File: src/rtl/mbinit_param_responder_pkg.sv
// Shared MBINIT definitions: sideband opcodes, data-rate width, responder
// state encoding, the capability record exchanged in PARAM messages, and
// the rate-resolution helper.
package mbinit_param_responder_pkg;

    localparam int RATE_W   = 3;
    localparam int OPCODE_W = 4;
    localparam int VSWING_W = 5;

    localparam logic [OPCODE_W-1:0] SB_CONFIG_REQ  = 4'b0001;
    localparam logic [OPCODE_W-1:0] SB_CONFIG_RESP = 4'b0010;

    typedef enum logic [2:0] {
        ST_IDLE      = 3'd0,
        ST_WAIT_REQ  = 3'd1,
        ST_RESOLVE   = 3'd2,
        ST_SEND_RESP = 3'd3,
        ST_DONE      = 3'd4,
        ST_ERROR     = 3'd5
    } param_state_e;

    // Capabilities carried by a PARAM message (or held locally).
    typedef struct packed {
        logic [RATE_W-1:0] max_data_rate;
        logic              clock_mode;
        logic              phase_clock;
    } param_caps_t;

    // Both sides must support the negotiated rate, so the lower code wins.
    function automatic logic [RATE_W-1:0] rate_min(input logic [RATE_W-1:0] a,
                                                   input logic [RATE_W-1:0] b);
        return (a < b) ? a : b;
    endfunction

endpackage

File: src/rtl/mbinit_param_responder_if.sv
// Sideband message bus seen by the PARAM responder: decoded RX message
// fields, TX busy status, and the TX message request with its parameters.
interface mbinit_param_responder_if;
    import mbinit_param_responder_pkg::*;

    // RX side and TX status, produced by the sideband block
    logic [OPCODE_W-1:0] i_RX_SbMessage;
    logic                i_msg_valid;
    logic [RATE_W-1:0]   i_RX_MaxDataRate;
    logic                i_RX_ClockMode;
    logic                i_RX_PhaseClock;
    logic                i_Busy_SideBand;
    logic                i_falling_edge_busy;

    // TX request, produced by the responder
    logic [OPCODE_W-1:0] o_TX_SbMessage;
    logic                o_ValidOutDatat_Module;
    logic                o_ValidDataFieldParameters;
    logic [VSWING_W-1:0] o_TX_VoltageSwing;
    logic [RATE_W-1:0]   o_MaxDataRate;
    logic                o_TX_ClockMode;
    logic                o_TX_PhaseClock;

    // Sideband block side
    modport master (
        output i_RX_SbMessage, i_msg_valid, i_RX_MaxDataRate, i_RX_ClockMode,
               i_RX_PhaseClock, i_Busy_SideBand, i_falling_edge_busy,
        input  o_TX_SbMessage, o_ValidOutDatat_Module, o_ValidDataFieldParameters,
               o_TX_VoltageSwing, o_MaxDataRate, o_TX_ClockMode, o_TX_PhaseClock
    );

    // Responder side
    modport slave (
        input  i_RX_SbMessage, i_msg_valid, i_RX_MaxDataRate, i_RX_ClockMode,
               i_RX_PhaseClock, i_Busy_SideBand, i_falling_edge_busy,
        output o_TX_SbMessage, o_ValidOutDatat_Module, o_ValidDataFieldParameters,
               o_TX_VoltageSwing, o_MaxDataRate, o_TX_ClockMode, o_TX_PhaseClock
    );

endinterface

File: src/rtl/mbinit_param_resolver.sv
// Combinational PARAM resolution: lower of the two rate codes, AND of the
// clock-mode and phase-clock options, plus a flag for an unusable (zero) rate.
module mbinit_param_resolver
    import mbinit_param_responder_pkg::*;
(
    input  param_caps_t remote_caps,
    input  param_caps_t local_caps,
    output param_caps_t resolved_caps,
    output logic        rate_zero
);

    // Resolve each field independently; a zero rate means no common rate.
    always_comb begin
        resolved_caps.max_data_rate = rate_min(remote_caps.max_data_rate,
                                               local_caps.max_data_rate);
        resolved_caps.clock_mode    = remote_caps.clock_mode  & local_caps.clock_mode;
        resolved_caps.phase_clock   = remote_caps.phase_clock & local_caps.phase_clock;
        rate_zero                   = (resolved_caps.max_data_rate == '0);
    end

endmodule

File: src/rtl/mbinit_param_responder.sv
// MBINIT.PARAM responder: waits for the partner's configuration_req,
// resolves it against local capabilities, answers with configuration_resp,
// and reports done or a training error to the MBINIT sequencer.
module mbinit_param_responder
    import mbinit_param_responder_pkg::*;
#(
    parameter int TIMEOUT_CYCLES = 4095,
    parameter int CNT_W          = 12
) (
    input  logic                    CLK,
    input  logic                    rst_n,
    input  logic                    i_MBINIT_Start_en,
    input  logic [RATE_W-1:0]       i_Local_MaxDataRate,
    input  logic                    i_Local_ClockMode,
    input  logic                    i_Local_PhaseClock,
    mbinit_param_responder_if.slave sb,
    output logic [RATE_W-1:0]       o_Final_MaxDataRate,
    output logic                    o_MBINIT_PARAM_Resp_end,
    output logic                    o_train_error_req
);

    localparam logic [CNT_W-1:0] TIMEOUT_VAL = CNT_W'(TIMEOUT_CYCLES);

    param_state_e      cs_reg;
    param_state_e      state_next;
    logic [CNT_W-1:0]  cnt_reg;
    param_caps_t       cap_reg;
    param_caps_t       local_caps;
    param_caps_t       resolved_caps;
    logic              rate_zero;
    logic              req_seen;

    logic [OPCODE_W-1:0] tx_msg_reg;
    logic                tx_valid_reg;
    logic [RATE_W-1:0]   tx_rate_reg;
    logic                tx_clk_reg;
    logic                tx_ph_reg;
    logic [RATE_W-1:0]   final_rate_reg;
    logic                end_reg;
    logic                err_reg;

    assign local_caps = {i_Local_MaxDataRate, i_Local_ClockMode, i_Local_PhaseClock};
    assign req_seen   = sb.i_msg_valid && (sb.i_RX_SbMessage == SB_CONFIG_REQ);

    mbinit_param_resolver u_resolver (
        .remote_caps   (cap_reg),
        .local_caps    (local_caps),
        .resolved_caps (resolved_caps),
        .rate_zero     (rate_zero)
    );

    // State register.
    always_ff @(posedge CLK or negedge rst_n) begin
        if (!rst_n) begin
            cs_reg <= ST_IDLE;
        end else begin
            cs_reg <= state_next;
        end
    end

    // Next-state logic; a low enable overrides every other event.
    always_comb begin
        state_next = cs_reg;
        if (!i_MBINIT_Start_en) begin
            state_next = ST_IDLE;
        end else begin
            case (cs_reg)
                ST_IDLE:      state_next = ST_WAIT_REQ;
                ST_WAIT_REQ: begin
                    // A request arriving on the timeout cycle still wins.
                    if (req_seen) begin
                        state_next = ST_RESOLVE;
                    end else if (cnt_reg == TIMEOUT_VAL) begin
                        state_next = ST_ERROR;
                    end
                end
                ST_RESOLVE: begin
                    if (rate_zero) begin
                        state_next = ST_ERROR;
                    end else if (!sb.i_Busy_SideBand) begin
                        state_next = ST_SEND_RESP;
                    end
                end
                ST_SEND_RESP: begin
                    if (sb.i_falling_edge_busy) begin
                        state_next = ST_DONE;
                    end
                end
                ST_DONE:      state_next = ST_DONE;
                ST_ERROR:     state_next = ST_ERROR;
                default:      state_next = ST_IDLE;
            endcase
        end
    end

    // Timeout counter (cleared while idle) and capture of the partner's request.
    always_ff @(posedge CLK or negedge rst_n) begin
        if (!rst_n) begin
            cnt_reg <= '0;
            cap_reg <= '0;
        end else begin
            if (cs_reg == ST_IDLE) begin
                cnt_reg <= '0;
            end else if (cs_reg == ST_WAIT_REQ) begin
                cnt_reg <= cnt_reg + 1'b1;
            end
            if ((cs_reg == ST_WAIT_REQ) && (state_next == ST_RESOLVE)) begin
                cap_reg <= {sb.i_RX_MaxDataRate, sb.i_RX_ClockMode, sb.i_RX_PhaseClock};
            end
        end
    end

    // Registered outputs decoded from the next state so they line up with state entry.
    always_ff @(posedge CLK or negedge rst_n) begin
        if (!rst_n) begin
            tx_msg_reg     <= '0;
            tx_valid_reg   <= 1'b0;
            tx_rate_reg    <= '0;
            tx_clk_reg     <= 1'b0;
            tx_ph_reg      <= 1'b0;
            final_rate_reg <= '0;
            end_reg        <= 1'b0;
            err_reg        <= 1'b0;
        end else begin
            if (state_next == ST_SEND_RESP) begin
                tx_msg_reg   <= SB_CONFIG_RESP;
                tx_valid_reg <= 1'b1;
                tx_rate_reg  <= resolved_caps.max_data_rate;
                tx_clk_reg   <= resolved_caps.clock_mode;
                tx_ph_reg    <= resolved_caps.phase_clock;
            end else begin
                tx_msg_reg   <= '0;
                tx_valid_reg <= 1'b0;
                tx_rate_reg  <= '0;
                tx_clk_reg   <= 1'b0;
                tx_ph_reg    <= 1'b0;
            end
            // Latched only on a real completion, so an abort keeps the old value.
            if ((cs_reg == ST_SEND_RESP) && (state_next == ST_DONE)) begin
                final_rate_reg <= resolved_caps.max_data_rate;
            end
            end_reg <= (state_next == ST_DONE);
            err_reg <= (state_next == ST_ERROR) && (cs_reg != ST_ERROR);
        end
    end

    assign sb.o_TX_SbMessage             = tx_msg_reg;
    assign sb.o_ValidOutDatat_Module     = tx_valid_reg;
    assign sb.o_ValidDataFieldParameters = tx_valid_reg;
    assign sb.o_TX_VoltageSwing          = '0;
    assign sb.o_MaxDataRate              = tx_rate_reg;
    assign sb.o_TX_ClockMode             = tx_clk_reg;
    assign sb.o_TX_PhaseClock            = tx_ph_reg;
    assign o_Final_MaxDataRate           = final_rate_reg;
    assign o_MBINIT_PARAM_Resp_end       = end_reg;
    assign o_train_error_req             = err_reg;

endmodule

File: src/flat_wrapper.sv
// flat-port wrapper written by rule: the top's interface ports become plain ports
module mbinit_param_responder_flat import mbinit_param_responder_pkg::*;
#(
    parameter int TIMEOUT_CYCLES = 4095,
    parameter int CNT_W          = 12
)
  (CLK, rst_n, i_MBINIT_Start_en, i_Local_MaxDataRate, i_Local_ClockMode, i_Local_PhaseClock, o_Final_MaxDataRate, o_MBINIT_PARAM_Resp_end, o_train_error_req, sb_i_RX_SbMessage, sb_i_msg_valid, sb_i_RX_MaxDataRate, sb_i_RX_ClockMode, sb_i_RX_PhaseClock, sb_i_Busy_SideBand, sb_i_falling_edge_busy, sb_o_TX_SbMessage, sb_o_ValidOutDatat_Module, sb_o_ValidDataFieldParameters, sb_o_TX_VoltageSwing, sb_o_MaxDataRate, sb_o_TX_ClockMode, sb_o_TX_PhaseClock);
  mbinit_param_responder_if sb_i ();
  input  logic CLK;
  input  logic rst_n;
  input  logic i_MBINIT_Start_en;
  input  logic [RATE_W-1:0] i_Local_MaxDataRate;
  input  logic i_Local_ClockMode;
  input  logic i_Local_PhaseClock;
  output logic [RATE_W-1:0] o_Final_MaxDataRate;
  output logic o_MBINIT_PARAM_Resp_end;
  output logic o_train_error_req;
  input wire logic [$bits(sb_i.i_RX_SbMessage)-1:0] sb_i_RX_SbMessage;
  input wire logic [$bits(sb_i.i_msg_valid)-1:0] sb_i_msg_valid;
  input wire logic [$bits(sb_i.i_RX_MaxDataRate)-1:0] sb_i_RX_MaxDataRate;
  input wire logic [$bits(sb_i.i_RX_ClockMode)-1:0] sb_i_RX_ClockMode;
  input wire logic [$bits(sb_i.i_RX_PhaseClock)-1:0] sb_i_RX_PhaseClock;
  input wire logic [$bits(sb_i.i_Busy_SideBand)-1:0] sb_i_Busy_SideBand;
  input wire logic [$bits(sb_i.i_falling_edge_busy)-1:0] sb_i_falling_edge_busy;
  output wire logic [$bits(sb_i.o_TX_SbMessage)-1:0] sb_o_TX_SbMessage;
  output wire logic [$bits(sb_i.o_ValidOutDatat_Module)-1:0] sb_o_ValidOutDatat_Module;
  output wire logic [$bits(sb_i.o_ValidDataFieldParameters)-1:0] sb_o_ValidDataFieldParameters;
  output wire logic [$bits(sb_i.o_TX_VoltageSwing)-1:0] sb_o_TX_VoltageSwing;
  output wire logic [$bits(sb_i.o_MaxDataRate)-1:0] sb_o_MaxDataRate;
  output wire logic [$bits(sb_i.o_TX_ClockMode)-1:0] sb_o_TX_ClockMode;
  output wire logic [$bits(sb_i.o_TX_PhaseClock)-1:0] sb_o_TX_PhaseClock;
  assign sb_i.i_RX_SbMessage = sb_i_RX_SbMessage;
  assign sb_i.i_msg_valid = sb_i_msg_valid;
  assign sb_i.i_RX_MaxDataRate = sb_i_RX_MaxDataRate;
  assign sb_i.i_RX_ClockMode = sb_i_RX_ClockMode;
  assign sb_i.i_RX_PhaseClock = sb_i_RX_PhaseClock;
  assign sb_i.i_Busy_SideBand = sb_i_Busy_SideBand;
  assign sb_i.i_falling_edge_busy = sb_i_falling_edge_busy;
  assign sb_o_TX_SbMessage = sb_i.o_TX_SbMessage;
  assign sb_o_ValidOutDatat_Module = sb_i.o_ValidOutDatat_Module;
  assign sb_o_ValidDataFieldParameters = sb_i.o_ValidDataFieldParameters;
  assign sb_o_TX_VoltageSwing = sb_i.o_TX_VoltageSwing;
  assign sb_o_MaxDataRate = sb_i.o_MaxDataRate;
  assign sb_o_TX_ClockMode = sb_i.o_TX_ClockMode;
  assign sb_o_TX_PhaseClock = sb_i.o_TX_PhaseClock;
  mbinit_param_responder #(.TIMEOUT_CYCLES(TIMEOUT_CYCLES), .CNT_W(CNT_W)) u_core (.CLK(CLK), .rst_n(rst_n), .i_MBINIT_Start_en(i_MBINIT_Start_en), .i_Local_MaxDataRate(i_Local_MaxDataRate), .i_Local_ClockMode(i_Local_ClockMode), .i_Local_PhaseClock(i_Local_PhaseClock), .sb(sb_i), .o_Final_MaxDataRate(o_Final_MaxDataRate), .o_MBINIT_PARAM_Resp_end(o_MBINIT_PARAM_Resp_end), .o_train_error_req(o_train_error_req));
endmodule
File: config.mk
export PLATFORM = sky130hd
export DESIGN_NAME = mbinit_param_responder_flat
export DESIGN_NICKNAME = d
export VERILOG_FILES = /design/src/rtl/mbinit_param_responder_pkg.sv /design/src/rtl/mbinit_param_responder_if.sv /design/src/rtl/mbinit_param_resolver.sv /design/src/rtl/mbinit_param_responder.sv /design/src/flat_wrapper.sv
export SDC_FILE = /design/constraint.sdc
export NUM_CORES = 1
export LEC_CHECK = 0
export BUFFER_PORTS_ARGS = -buffer_cell sky130_fd_sc_hd__buf_2
export CAP_MARGIN = 20
export CORE_ASPECT_RATIO = 0.75
export CORE_MARGIN = 10
export CORE_UTILIZATION = 53
export CTS_CLUSTER_SIZE = 20
export DETAILED_ROUTE_END_ITERATION = 16
export PLACE_DENSITY_LB_ADDON = 0.25
export SLEW_MARGIN = 20
export SYNTH_ARGS = -nofsm -noshare
export SYNTH_HDL_FRONTEND = slang
export SYNTH_SLANG_ARGS = --single-unit
File: constraint.sdc
create_clock -name CLK -period 2.7 [get_ports CLK]
set_input_delay 0.54 -clock CLK [delete_from_list [all_inputs] [get_ports CLK]]
set_output_delay 0.54 -clock CLK [all_outputs]
set_load 0.02 [all_outputs]
==> metrics <==
Synth Flop Type dfrtp_1; share of power burned in registers 52.3%; share of cells above drive strength 1 23.4%; starting DRC count in detailed routing 120; number of cells on the worst reg-to-reg path 6; Required @ worst endpoint 2.84 ns; Critical Path AT 2.44 ns; WS Path Type reg -> reg; Netlist cell types 38; FMAX 435 MHz; Area growth syn-to-layout 13.0%; stages on the worst setup path 6; detailed-route via count 1,425; Ys Warns 0; clock buffer depth 2; first drt pass iteration count 4; r2r startpoint u_core.cap_reg[4]; FF-to-FF setup slack 0.40 ns; GRT overflow 0; Max Cap Viol 0; highest metal used met4; Crit Reg-Reg Endpoint u_core.sb.o_MaxDataRate[1]; Buf/Inv on CP 0; slowest stage delay, CP 0.47 ns; num rows 17; Filler cells 249; core area 2980 µm²; worst hold path class in -> async; CTS clk-pin slew, worst paths 0.06 ns; RSZ-0062 raised after global routing no; worst hold margin 0.289 ns; crit-path leading delay family compound AO/OA/AOI/OAI gates; cell taking the most area after synthesis dfrtp_1; Sw Ratio 26.3%; Layout Utilization 63.6%; crit path from u_core.cap_reg[4]; Slowest-stage cell, CP mux2i_1; fin worst setup slack 0.403 ns; final wirelength 3.96 mm; dpl hpwl 3.08 mm; min cycle time layout 2.30 ns; Final setup viols 0; outcome completed; area fraction of the dominant cell type after synthesis 46.3%; commonest non-fill, non-tap cell in the layout buf_2; Metal-1 WL 1.77 mm; chip width 84.9 µm; #FFs+latches synth 31; Root Buffer clkbuf_8; crit path capture u_core.sb.o_MaxDataRate[1]; maximum number of pins on one net before global-route repair 32; Tot GR Track Use 14.6%; Critical Path Start Type flop; Slew Limit Fails 0; sequential fraction of the synthesis area 46.3%; Leak 0.979 nW; Final Hold Viols 0; Clk pwr share 35.3%; Worst Tran Pin Value 0.662 ns; wire per inst 16.3 µm; dpl ws 0.232 ns; # diodes 0; first-pass GRT wire length 6.73 mm; clk sinks 31; Post-Synthesis Cells 174; CTS tree built; number of synthesized flops with an enable pin 0; Post-Syn Area 1680 µm²; vias in the first global route 1,444; CP Cell Sequence ha_1 -> a21o_1 -> a31oi_1 -> mux2i_1 -> a311o_1 -> a211oi_1; I/O pins 41; Detail Route met3 WL 359 µm; Worst-Skew Late Latency 0.28 ns; max reg flops 12; Synth area leaders dfrtp_1 46%, mux2_2 5.4%, a22o_1 5.2%; Net Sw Power 0.000252 W; met2 WL 1.75 mm; most frequent cells in the layout 32 x buf_2, 31 x dfrtp_1, 19 x nand2_1; Final #Nets 227; Pwr per Cell Area 506 nW/µm²; element type at the critical path end flop; post-route setup TNS 0 ns; Max FO, Critical Path 5; async set or reset register ratio after synthesis 100%; DR vias/cell 5.86; cell-internal power 0.000707 W; Gate power share 12.4%; die height 68.7 µm; initial antenna violation count 0; clk_skew 0.00418 ns; port bufs 32; Max VDD drop 0.365 mV; relative slew slack 55.9%; CTS Buf Count 5; H-tree depth 2; CTS resizes 0; DIE AREA 5840 µm²; Initial Util 56.3%; period utilization 85.1%; number of remaining DRC errors 0; hold buffer count at CTS 0; # Post-CTS Setup Buffers 0; Mean Syn Cell Area 9.64 µm²; Placer Congestion 0.830; Antenna Nets Post-Route 0
[routing by layer]
metal / global-route usage (%) / vias to the layer above
met5: 0 / -
met4: 5.53 / 0
met3: 6.79 / 10
met2: 22.3 / 66
met1: 17.7 / 677
li1: - / 672
[stage by stage]
| stage | power, W | instance area (µm²) | instances |
|---|---|---|---|
| 2_1_floorplan | 0.000587 | 1700 | 181 |
| 3_3_place_gp | 0.000615 | 1810 | 235 |
| 3_5_place_dp | 0.000627 | 1810 | 235 |
| 4_1_cts | 0.000965 | 1890 | 243 |
| 5_1_grt | 0.00100 | 1890 | 243 |
| 6_report | 0.000959 | 1890 | 243 |
[kinds of logic after synthesis]
| logic type | after synthesis | share of synthesized area, % |
|---|---|---|
| AND/OR/NAND/NOR | 64 | 19.3 |
| AO/OA/AOI/OAI | 43 | 17.9 |
| flip-flops | 31 | 46.3 |
| buffers and inverters | 21 | 6.94 |
| multiplexers | 11 | 7.16 |
| adder cells (fa/ha/maj) | 3 | 2.24 |
| other | 1 | 0.224 |
[power groups by stage]
stage,registers [W],clock network [W],logic [W]
after floorplan,0.000503,0,0.0000833
after global placement,0.000508,0,0.000107
after detailed placement,0.000510,0,0.000117
after CTS,0.000502,0.000346,0.000118
after global routing,0.000505,0.000368,0.000132
final,0.000502,0.000338,0.000119
[worst register-to-register path, cell delays in order (launching register included)]
cell and delay (ns):
dfrtp_1 0.43, ha_1 0.34, a21o_1 0.23, a31oi_1 0.23
mux2i_1 0.47, a311o_1 0.36, a211oi_1 0.11
[area by class of cell]
cell class	count	area, µm²	share of cell area (%)
inverter	5	18.8	0.991
clock inverter	1	5.00	0.264
clock buffer	7	76.3	4.03
sequential	31	776	41.0
tap	38	47.5	2.51
multi-input combinational	129	811	42.8
timing repair buffer	32	160	8.45
[cells in the mapped netlist, types with 6 or more instances]
master and instances:
dfrtp_1 31, nand2_1 19, nor2_1 11, a22o_1 10, buf_4 10, o21ai_0 9, a21oi_1 8, mux2_2 8
clkbuf_1 6, nand2b_1 6, nand3_1 6
[worst min-delay path by stage]
stage                       from                       endpoint  depth (start not counted)
6_report                   rst_n  u_core.o_Final_MaxDataRate[2]                          1
5_1_grt                    rst_n              u_core.cnt_reg[0]                          1
4_1_cts                    rst_n              u_core.cnt_reg[0]                          1
3_5_place_dp   u_core.cap_reg[1]              u_core.cap_reg[1]                          1
3_3_place_gp   u_core.cap_reg[0]              u_core.cap_reg[0]                          1
2_1_floorplan              rst_n              u_core.cap_reg[0]                          0
No activity file was read; power rests on OpenSTA's default activity.
